$ cat config.mk
export PLATFORM = sky130hd
export DESIGN_NAME = repeated_sub_divider
export DESIGN_NICKNAME = d
export VERILOG_FILES = /design/src/rtl/repeated_sub_divider.sv
export SDC_FILE = /design/constraint.sdc
export NUM_CORES = 1
export LEC_CHECK = 0
export ABC_AREA = 1
export CORE_MARGIN = 2
export CORE_UTILIZATION = 35
export CTS_CLUSTER_SIZE = 24
export DETAILED_ROUTE_END_ITERATION = 10
export PLACE_DENSITY = 0.62
export REMOVE_ABC_BUFFERS = 1
export SKIP_CTS_REPAIR_TIMING = 1
export SLEW_MARGIN = 20
export SYNTH_ARGS = -nofsm -noshare
export SYNTH_HDL_FRONTEND = slang
export SYNTH_SLANG_ARGS = --single-unit
export TNS_END_PERCENT = 100
$ cat constraint.sdc
create_clock -name CLK -period 1.9 [get_ports CLK]
set_clock_uncertainty 0.05 [all_clocks]
set_input_delay 0.475 -clock CLK [delete_from_list [all_inputs] [get_ports CLK]]
set_output_delay 0.475 -clock CLK [all_outputs]
set_load 0.02 [all_outputs]
$ cat src/rtl/repeated_sub_divider.sv
// ============================================================================
// repeated_sub_divider : unsigned divider by repeated subtraction (q+1 cycles)
// Optional macro RSD_CYCLE_COUNT_EN adds the 'cycles' output.
// Revision : 1.0
// ============================================================================
`default_nettype none

module repeated_sub_divider #(
    parameter int WIDTH_IN = 8
) (
    input  logic                CLK,
    input  logic                RST,
    input  logic                start,
    input  logic [WIDTH_IN-1:0] dividend,
    input  logic [WIDTH_IN-1:0] divisor,
    output logic                busy,
    output logic                done,
    output logic [WIDTH_IN-1:0] quotient,
    output logic [WIDTH_IN-1:0] remainder,
    output logic                div_by_zero
`ifdef RSD_CYCLE_COUNT_EN
    ,
    output logic [WIDTH_IN:0]   cycles
`endif
);

    localparam logic [WIDTH_IN-1:0] ALL_ONES = '1;

    typedef enum logic [0:0] {
        S_IDLE = 1'b0,
        S_SUB  = 1'b1
    } state_t;

    state_t              state_q;
    logic [WIDTH_IN-1:0] rem_q;
    logic [WIDTH_IN-1:0] div_q;
    logic [WIDTH_IN-1:0] quot_q;
    logic [WIDTH_IN-1:0] quotient_q;
    logic [WIDTH_IN-1:0] remainder_q;
    logic                busy_q;
    logic                done_q;
    logic                dbz_q;

    logic [WIDTH_IN-1:0] rem_d;
    logic [WIDTH_IN-1:0] quot_d;

    assign rem_d  = rem_q - div_q;
    assign quot_d = quot_q + 1'b1;

`ifdef RSD_CYCLE_COUNT_EN
    logic [WIDTH_IN:0] cnt_q;
    logic [WIDTH_IN:0] cycles_q;
    logic [WIDTH_IN:0] cnt_d;

    assign cnt_d  = cnt_q + 1'b1;
    assign cycles = cycles_q;
`endif

    // quot_q cannot overflow: it reaches at most dividend/1 = 2^WIDTH_IN-1.
    always_ff @(posedge CLK) begin
        if (RST) begin
            state_q     <= S_IDLE;
            rem_q       <= '0;
            div_q       <= '0;
            quot_q      <= '0;
            quotient_q  <= '0;
            remainder_q <= '0;
            busy_q      <= 1'b0;
            done_q      <= 1'b0;
            dbz_q       <= 1'b0;
`ifdef RSD_CYCLE_COUNT_EN
            cnt_q       <= '0;
            cycles_q    <= '0;
`endif
        end else begin
            done_q <= 1'b0;
            case (state_q)
                S_IDLE: begin
                    if (start) begin
`ifdef RSD_CYCLE_COUNT_EN
                        cnt_q <= '0;
`endif
                        if (divisor != '0) begin
                            rem_q   <= dividend;
                            div_q   <= divisor;
                            quot_q  <= '0;
                            busy_q  <= 1'b1;
                            state_q <= S_SUB;
                        end else begin
                            quotient_q  <= ALL_ONES;
                            remainder_q <= dividend;
                            dbz_q       <= 1'b1;
                            done_q      <= 1'b1;
`ifdef RSD_CYCLE_COUNT_EN
                            cycles_q    <= '0;
`endif
                        end
                    end
                end
                S_SUB: begin
`ifdef RSD_CYCLE_COUNT_EN
                    cnt_q <= cnt_d;
`endif
                    if (rem_q >= div_q) begin
                        rem_q  <= rem_d;
                        quot_q <= quot_d;
                    end else begin
                        quotient_q  <= quot_q;
                        remainder_q <= rem_q;
                        dbz_q       <= 1'b0;
                        done_q      <= 1'b1;
                        busy_q      <= 1'b0;
                        state_q     <= S_IDLE;
`ifdef RSD_CYCLE_COUNT_EN
                        cycles_q    <= cnt_d;
`endif
                    end
                end
                default: state_q <= S_IDLE;
            endcase
        end
    end

    assign busy        = busy_q;
    assign done        = done_q;
    assign quotient    = quotient_q;
    assign remainder   = remainder_q;
    assign div_by_zero = dbz_q;

endmodule

`default_nettype wire
======== Word level (Yosys, flattened, before mapping) ========
Index checks and enable logic that the tools add are counted.
storage, ports and cells
  register bits ........................... 44
  input bits .............................. 19
  logic and storage cells ................. 54
operators by class
  add/subtract/negate cells ............... 2
  magnitude comparators ................... 1
  eq/ne operators ......................... 5
  multiplexer cells ....................... 31
  bitwise logic cells ..................... 1
  reductions and logical operators ........ 5
operators with widths
  kind                                                                      count
  8-bit 2-to-1 mux                                                          12
  8-bit one-hot mux with 2 select lines                                     4
  3-bit AND reduction                                                       4
  1-bit 2-to-1 mux                                                          11
  8-bit by 1-bit adder with 8-bit output (second input constant)            1
  8-bit >= comparator                                                       1
  2-bit inequality test (second input constant)                             4
  1-bit one-hot mux with 2 select lines                                     4
  8-bit nonzero test                                                        1
  8-bit subtractor                                                          1
  2-bit by 1-bit inequality test with 1-bit output (second input constant)  1
  1-bit inverter                                                            1

======== Depth between registers and ports, before layout ========
Gate-level depths: netlist (run 1).
  word-level depth ........................ 4
  depth in mapped cells ................... 14

======== Least setup slack after synthesis (run 1) ========
OpenSTA, ideal clock, no wires.
  kind .................................... register to register
  start ................................... register rem_q[0]
  end ..................................... register quotient_q[7], in the netlist quotient[7]
  data arrival time ....................... 1.763 ns
  required time ........................... 1.734 ns
  slack ................................... -0.029 ns
  stages on the path, launching flop included .. 14
  buffers on the path ..................... 1
  period minus slack after synthesis ...... 1.929 ns
  cell sequence ........................... dfxtp_1 -> inv_1 -> ha_1 -> inv_1 -> fa_1 -> nand2_1 -> nand2_1 -> nand2_1 -> o21ai_1 -> nand2_1 -> nand3_4 -> buf_6 -> o21ai_0 -> nor2_1
between the ends
  cells in the longest elaborated chain, start to end .. 3
RTL lines
  element                          RTL line  source
  from (decl)                      35        logic [WIDTH_IN-1:0] rem_q;
  from (signal assigned)           84        rem_q <= dividend;
  from (signal assigned)           105       rem_q <= rem_d;
  8-bit >= comparator              104       if (rem_q >= div_q) begin
  2-bit inequality test (no line)  --
  3-bit AND reduction (no line)    --
  to (signal assigned)             108       quotient_q <= quot_q;
  to (decl)                        38        logic [WIDTH_IN-1:0] quotient_q;
No other way between the ends.
A chain may end at the register's enable or synchronous reset.

======== Worst setup path in the final report (run 1) ========
  start ................................... register rem_q[0]
  end ..................................... register quot_q[3]
between the ends
  cells in the longest elaborated chain, start to end .. 3
RTL lines
  element                                                     RTL line  source
  8-bit >= comparator                                         104
  2-bit by 1-bit inequality test with 1-bit output (no line)  --
  3-bit AND reduction (no line)                               --
  to (signal assigned)                                        106       quot_q <= quot_d;
  to (decl)                                                   37        logic [WIDTH_IN-1:0] quot_q;
No other way between the ends.

==> out/results.md, run 1 <==
- **result of the run** finished with violations
- **violated checks** negative setup slack
- **number of maximum-capacitance constraint violations** 0
- **global-route wire length before repair** 10180 um
- **Boundary Pins** 38
- **final clock period utilization by the worst path** 107.7%
- **ratio of cells with drive above 1 in the final layout** 20.96%
- **Post-Synthesis Cell Area** 0.002540 sq mm
- **crit path DAT** 2.19 ns
- **routed len/inst** 12.18 um
- **Seq/Total Area, Yosys** 34.68%
- **smallest setup slack after layout** -0.1467 ns
- **Clk Latency, worst-skew pair** 0.30 ns
- **Clk pwr share** 18.9%
- **TritonCTS clock tree** yes
- **detailed-placement wirelength estimate** 4747 um
- **site row count** 31
- **transition at the pin with the smallest max-transition slack** 0.6943 ns
- **nets** 486
- **worst vdd ir** 394.6 uV
- **Slowest cell on crit path** fa_2
- **CP Buf/Inv Count** 4
- **number of antenna diodes** 0
- **total of warnings raised by yosys** 0
- **Detailed Routing Iterations Pass 1** 4
- **Via-to-Cell Ratio** 4.722
- **Syn-to-layout area delta** 39.90%
- **EDFF count, synth** 0
- **required time of the critical path** 2.04 ns
- **Top delay family on crit path** simple AND/OR/NAND/NOR gates
- **Static Leak** 1.669 nW
- **Min Clock Period, post-route** 2.047 ns
- **Main synth FF type** dfxtp_1
- **PortBufs** 37
- **initial standard-cell utilization of the core** 35.59%
- **Die Width** 89.19 um
- **count of filler cells inserted in the layout** 759
- **maximum fanout count along the critical path** 4
- **startpoint kind of the worst setup timing path** flip-flop
- **endpoints failing setup** 35
- **Pins Over Slew Limit** 0
- **synthesized netlist cell count** 394
- **clock transition at the register clock pins on the worst setup and hold paths after CTS** 0.08 ns
- **Power Internal** 0.002033 W
- **Logic pwr share** 47.2%
- **post-placement cell count** 538
- **proportion of synthesized flip-flops having asynchronous set or reset** 0%
- **via count of the first global-routing pass** 2197
- **root buffer selected by CTS** clkbuf_8
- **WHS** 0.4101 ns
- **timing-limited maximum frequency** 488.6 MHz
- **pin count of the biggest net entering global routing** 22
- **post-synthesis cell type count** 27
- **total clock buffers created by CTS** 5
- **wire length after detailed routing** 6783 um
- **Reg power frac** 33.9%
- **number of antenna-violating nets in the routed design** 0
- **gr usage total** 16.41%
- **setup repair after global routing missed its margin** true
- **antenna violations before repair** 0
- **Max Root-Sink Buffers** 2
- **Vert. Die Dim** 89.19 um
- **PD cells** 928.8 mW/mm^2
- **Initial DRC Count** 118
- **Setup Crit Path Kind** flip-flop to flip-flop
- **total number of vias** 2630
- **clock net sink count** 44
- **final hold vios** 0
- **Final Cell Area** 0.003553 sq mm
- **total global routing overflow** 0
- **Sw Share** 38.41%
- **worst hold-check path type** flip-flop to flip-flop
- **DRC** 0
- **Mean Syn Cell Area** 6.447 sq um
- **final weighted congestion in routability-driven placement** 0.8348
- **normalized max-slew margin** 53.66%
- **Slowest Stage Delay on Critical Path** 0.36 ns
- **number of levels the H-tree was split into** 2
- **area of the core region** 0.007137 sq mm
- **Setup crit end kind** flip-flop
- **cell breakdown of the critical path** inv_2, ha_4, inv_4, fa_2, nand2_2, nand2_2, buf_6, nand3_2, nand3_2, nand2_4, nand2_8, buf_6, nand2_4, a21oi_2
- **final cell count without fillers** 557
- **total of flip-flops plus latches after synthesis** 44
- **net switching power of the design** 0.001268 W
- **DP Area** 0.003146 sq mm
- **area of the die** 0.007954 sq mm
-- cells by family after synthesis --
family | synth area share [%]
AO/OA/AOI/OAI | 10.49
XOR/XNOR | 0.3449
adder cells (fa/ha/maj) | 5.222
buffers and inverters | 12.27
flip-flops | 34.68
AND/OR/NAND/NOR | 36.99
-- tightest hold or removal path: cells and delay by family (launching register included) --
family | cells | cell delay [ns]
flip-flops | 1 | 0.30
buffers and inverters | 1 | 0.06
AO/OA/AOI/OAI | 1 | 0.05
-- cells in the mapped netlist (2+ instances only) --
master	n	area, sq um
nor2_1	64	240.2
nand3_1	34	170.2
o21ai_0	25	125.1
nand2_1	94	352.8
inv_1	53	198.9
a21oi_1	24	120.1
nand2_2	2	12.51
clkbuf_1	7	26.28
nor3_1	3	15.01
buf_2	6	30.03
ha_1	9	112.6
nor2_2	2	12.51
dfxtp_1	44	880.8
buf_6	4	45.04
nand2_4	2	22.52
inv_2	2	7.510
nand3b_1	6	45.04
nand4_1	4	25.02
-- through the flow --
stage | setup WS, ns | utilization (%) | power (W) | setup TNS (ns)
2_1_floorplan | -0.1081 | - | 0.001957 | -0.9165
4_1_cts | -0.2385 | 45.39 | 0.003074 | -6.566
5_1_grt | -0.2467 | 49.79 | 0.003535 | -7.555
6_report | -0.1467 | 49.79 | 0.003300 | -3.456
3_3_place_gp | -0.1839 | 44.07 | 0.002424 | -6.211
3_5_place_dp | -0.2058 | 44.07 | 0.002446 | -6.604
-- worst paths after layout --
check | startpoint | endpoint | slack (ns) | cells after the start
min reg2reg | div_q[2] | div_q[2] | 0.41 | 2
min | div_q[2] | div_q[2] | 0.41 | 2
max | rem_q[0] | quot_q[3] | -0.15 | 14
max reg2reg | rem_q[0] | quot_q[3] | -0.15 | 14
-- cell usage in the layout, fill, tap and decap left out, types with 3 or more instances in the layout --
cell	count
nand2_1	84
nor2_1	63
inv_1	51
dfxtp_1	42
clkdlybuf4s50_1	37
buf_4	25
o21ai_0	22
nand3_1	21
nand3_2	15
a21oi_1	14
a21oi_2	10
nand2_2	8
ha_1	8
nand3b_1	6
clkbuf_8	6
nand2_4	5
nand4_1	4
buf_6	4
nor2_2	3
o21ai_1	3
nor3_1	3
-- power groups by stage --
| stage | Combinational, W | Sequential (W) | Clock [W] |
|---|---|---|---|
| 3_3_place_gp | 0.00129 | 0.00113 | 0 |
| 3_5_place_dp | 0.00131 | 0.00114 | 0 |
| 5_1_grt | 0.00172 | 0.00113 | 0.000678 |
| 4_1_cts | 0.00132 | 0.00112 | 0.000642 |
| 6_report | 0.00156 | 0.00112 | 0.000625 |
| 2_1_floorplan | 0.000740 | 0.00122 | 0 |
-- per-layer routing --
metal | global-route usage, % | wire length, um | up-vias
met3 | 2.493 | 269 | 9
met4 | 5.427 | 126 | 0
met1 | 21.35 | 3210 | 1199
li1 | - | - | 1361
met2 | 27.81 | 3176 | 61
met5 | 0 | 0 | -
-- area by class of cell --
cell class / count / area (sq um) / share of cell area, %
clock buffers: 7 / 86.33 / 2.430
repair inverters: 1 / 8.758 / 0.2465
well taps: 99 / 123.9 / 3.486
repair buffers: 71 / 688.2 / 19.37
clock inverters: 1 / 7.507 / 0.2113
multi-input cells: 278 / 1535 / 43.20
flip-flops and latches: 44 / 883.3 / 24.86
inverters: 56 / 220.2 / 6.197
-- flip-flops by register name, summed over array words and instances, names as in the netlist --
register     cells
busy             1
div_by_zero      1
div_q            8
done             1
quot_q           8
quotient         8
rem_q            8
remainder        8
state_q          1
No activity file was read; power rests on OpenSTA's default activity.
==> inputs of run 2 (changes only) <==
--- a/config.mk
+++ b/config.mk
@@ -8,8 +8,10 @@
 export ABC_AREA = 1
 export CORE_MARGIN = 2
 export CORE_UTILIZATION = 35
+export CTS_CLUSTER_DIAMETER = 30
 export CTS_CLUSTER_SIZE = 24
 export DETAILED_ROUTE_END_ITERATION = 10
+export GPL_ROUTABILITY_DRIVEN = 1
 export PLACE_DENSITY = 0.62
 export REMOVE_ABC_BUFFERS = 1
 export SKIP_CTS_REPAIR_TIMING = 1
==> constraint.sdc (replaced) <==
create_clock -name CLK -period 1.9 [get_ports CLK]
set_clock_uncertainty 0.05 [all_clocks]
set_input_delay 0.475 -clock CLK [delete_from_list [all_inputs] [get_ports CLK]]
set_output_delay 0.475 -clock CLK [all_outputs]
set_load 0.05 [all_outputs]
==> out/results.md, run 2 (synthesis results as in run 1) <==
- **result of the run** finished with violations, unchanged
- **violated checks** negative setup slack, unchanged
- **R2R cell count** 13, was 14
- **final hold vios** 0, unchanged
- **setup slack, reg-to-reg** -0.09 ns, was -0.15 ns
- **smallest setup slack after layout** -0.08901 ns, was -0.1467 ns
- **startpoint kind of the worst setup timing path** flip-flop, unchanged
- **Die Width** 89.19 um, unchanged
- **number of antenna diodes** 0, unchanged
- **endpoints failing setup** 32, was 35
- **Pins Over Slew Limit** 0, unchanged
- **clock transition at the register clock pins on the worst setup and hold paths after CTS** 0.09 ns, was 0.08 ns
- **Setup crit end kind** flip-flop, unchanged
- **worst hold-check path type** flip-flop to flip-flop, unchanged
- **PortBufs** 37, unchanged
- **Slowest Stage Delay on Critical Path** 0.36 ns, about the same
- **origin of the critical flop-to-flop path** rem_q[0], unchanged
- **clock net sink count** 44, unchanged
- **met2 wire length** 2910 um, was 3176 um
- **pin count of the biggest net entering global routing** 21, was 22
- **Detailed Routing Iterations Pass 1** 4, unchanged
- **ratio of cells with drive above 1 in the final layout** 20.52%, was 20.96%
- **number of levels the H-tree was split into** 2, unchanged
- **Static Leak** 1.642 nW, was 1.669 nW
- **number of maximum-capacitance constraint violations** 0, unchanged
- **site row count** 31, unchanged
- **global-route wire length before repair** 10360 um, was 10180 um
- **crit path launch** rem_q[0], unchanged
- **length of routed met3 wiring** 219 um, was 269 um
- **maximum fanout count along the critical path** 8, was 4
- **Vert. Die Dim** 89.19 um, unchanged
- **nets** 486, unchanged
- **timing-limited maximum frequency** 502.8 MHz, was 488.6 MHz
- **final clock period utilization by the worst path** 104.7%, was 107.7%
- **final weighted congestion in routability-driven placement** 0.8835, was 0.8348
- **area of the core region** 0.007137 sq mm, unchanged
- **Via-to-Cell Ratio** 4.580, was 4.722
- **PD cells** 997.8 mW/mm^2, was 928.8 mW/mm^2
- **area of the die** 0.007954 sq mm, unchanged
- **Slowest cell on crit path** fa_2, unchanged
- **Initial DRC Count** 146, was 118
- **Min Clock Period, post-route** 1.989 ns, was 2.047 ns
- **leading cell type in the layout, fill and taps excluded** nand2_1, unchanged
- **Max Root-Sink Buffers** 2, unchanged
- **DRC** 0, unchanged
- **worst vdd ir** 334.9 uV, was 394.6 uV
- **Boundary Pins** 38, unchanged
- **routed length on met1** 3167 um, was 3210 um
- **transition at the pin with the smallest max-transition slack** 0.4092 ns, was 0.6943 ns
- **worst slack after detailed placement** -0.1935 ns, was -0.2058 ns
- **total global routing overflow** 0, unchanged
- **wire length after detailed routing** 6422 um, was 6783 um
- **number of antenna-violating nets in the routed design** 0, unchanged
- **total number of vias** 2551, was 2630
- **routed len/inst** 11.53 um, was 12.18 um
- **via count of the first global-routing pass** 2260, was 2197
- **Clk Latency, worst-skew pair** 0.30 ns, about the same
- **Syn-to-layout area delta** 34.43%, was 39.90%
- **antenna violations before repair** 0, unchanged
- **total design power** 0.003407 W, was 0.003300 W
- **count of filler cells inserted in the layout** 732, was 759
- **normalized max-slew margin** 72.43%, was 53.66%
- **gr usage total** 16.64%, was 16.41%
- **cell breakdown of the critical path** inv_2, ha_4, inv_2, fa_2, nand2_2, nand2_2, buf_6, nand3_4, nand3_2, nand2_4, buf_6, nand3_1, a21oi_1, was inv_2, ha_4, inv_4, fa_2, nand2_2, nand2_2, buf_6, nand3_2, nand3_2, nand2_4, nand2_8, buf_6, nand2_4, a21oi_2
- **crit path DAT** 2.17 ns, was 2.19 ns
- **endpoint of the lowest-slack register-to-register path** quot_q[3], unchanged
- **setup repair after global routing missed its margin** true, unchanged
- **CP endpoint** quot_q[3], unchanged
- **commonest cells after routing, fill and taps aside** nand2_1, nor2_1, inv_1, unchanged
- **Total Neg Setup Slack** -1.847 ns, was -3.456 ns
- **Setup Crit Path Kind** flip-flop to flip-flop, unchanged
- **initial standard-cell utilization of the core** 35.59%, unchanged
- **TritonCTS clock tree** yes, unchanged
- **required time of the critical path** 2.08 ns, was 2.04 ns
- **highest metal layer with signal wires** met4, unchanged
- **root buffer selected by CTS** clkbuf_8, unchanged
- **detailed-placement wirelength estimate** 4714 um, was 4747 um
- **total clock buffers created by CTS** 5, unchanged
## run 2: changes by cell type in the layout (fill, tap and decap cells not counted), sizes merged
cell and change:
buf +20, clkdlybuf4s50 -19, inv -2, clkbuf -1
clkinv +1, clkinvlp +1
## run 2: how the worst min path moves through the flow
stage                         from       end  depth (start not counted)
after floorplan           div_q[2]  div_q[2]                          2
after global placement    div_q[3]  div_q[3]                          2
after detailed placement  div_q[7]  div_q[7]                          2
after CTS                 div_q[3]  div_q[3]                          2
after global routing      div_q[7]  div_q[7]                          2
final                     div_q[4]  div_q[4]                          2
## run 2: area by class of cell
cell class                 instances  area [sq um]  share of cell area, %
sequential                        44         883.3                  25.87
multi-input combinational        278          1440                  42.18
clock buffer                       6         82.58                  2.418
tap                               99         123.9                  3.628
clock inverter                     2         15.01                 0.4397
timing repair buffer              72         646.9                  18.94
inverter                          56         222.7                  6.523
## run 2: worst max-delay path, delay by kind of cell, from the launching register on
family	cells	cell delay (ns)
simple gates	6	0.56
fa+ha+maj	2	0.48
buf+inv	4	0.37
flops	1	0.32
compound gates	1	0.13
## run 2: metal layers
| metal | vias to the layer above | global-route usage (%) |
|---|---|---|
| li1 | 1363 | - |
| met1 | 1131 | 22.47 |
| met2 | 46 | 27.14 |
| met3 | 11 | 2.585 |
| met4 | 0 | 5.563 |
| met5 | - | 0 |
## run 2: report_power, final
part           switching (W)  total [W]  internal (W)
combinational       0.000986    0.00164      0.000658
clock               0.000348   0.000643      0.000295
sequential         0.0000713    0.00112       0.00105
## run 2: stage by stage
step	hold slack [ns]	cells	cell area, sq um	util [%]
finish	0.4151	557	3415	47.84
global route	0.4364	557	3415	47.84
CTS	0.4190	552	3241	45.41
detailed placement	0.4047	544	3143	44.04
global placement	0.3964	544	3143	44.04
floorplan	0.3853	377	2439	-
==> inputs of run 3 (changes only) <==
--- a/config.mk
+++ b/config.mk
@@ -12,6 +12,7 @@
 export CTS_CLUSTER_SIZE = 24
 export DETAILED_ROUTE_END_ITERATION = 10
 export GPL_ROUTABILITY_DRIVEN = 1
+export GPL_TIMING_DRIVEN = 1
 export PLACE_DENSITY = 0.62
 export REMOVE_ABC_BUFFERS = 1
 export SKIP_CTS_REPAIR_TIMING = 1
==> results of run 3 <==
The final DEF is identical to that of run 2; final timing and power are the same.
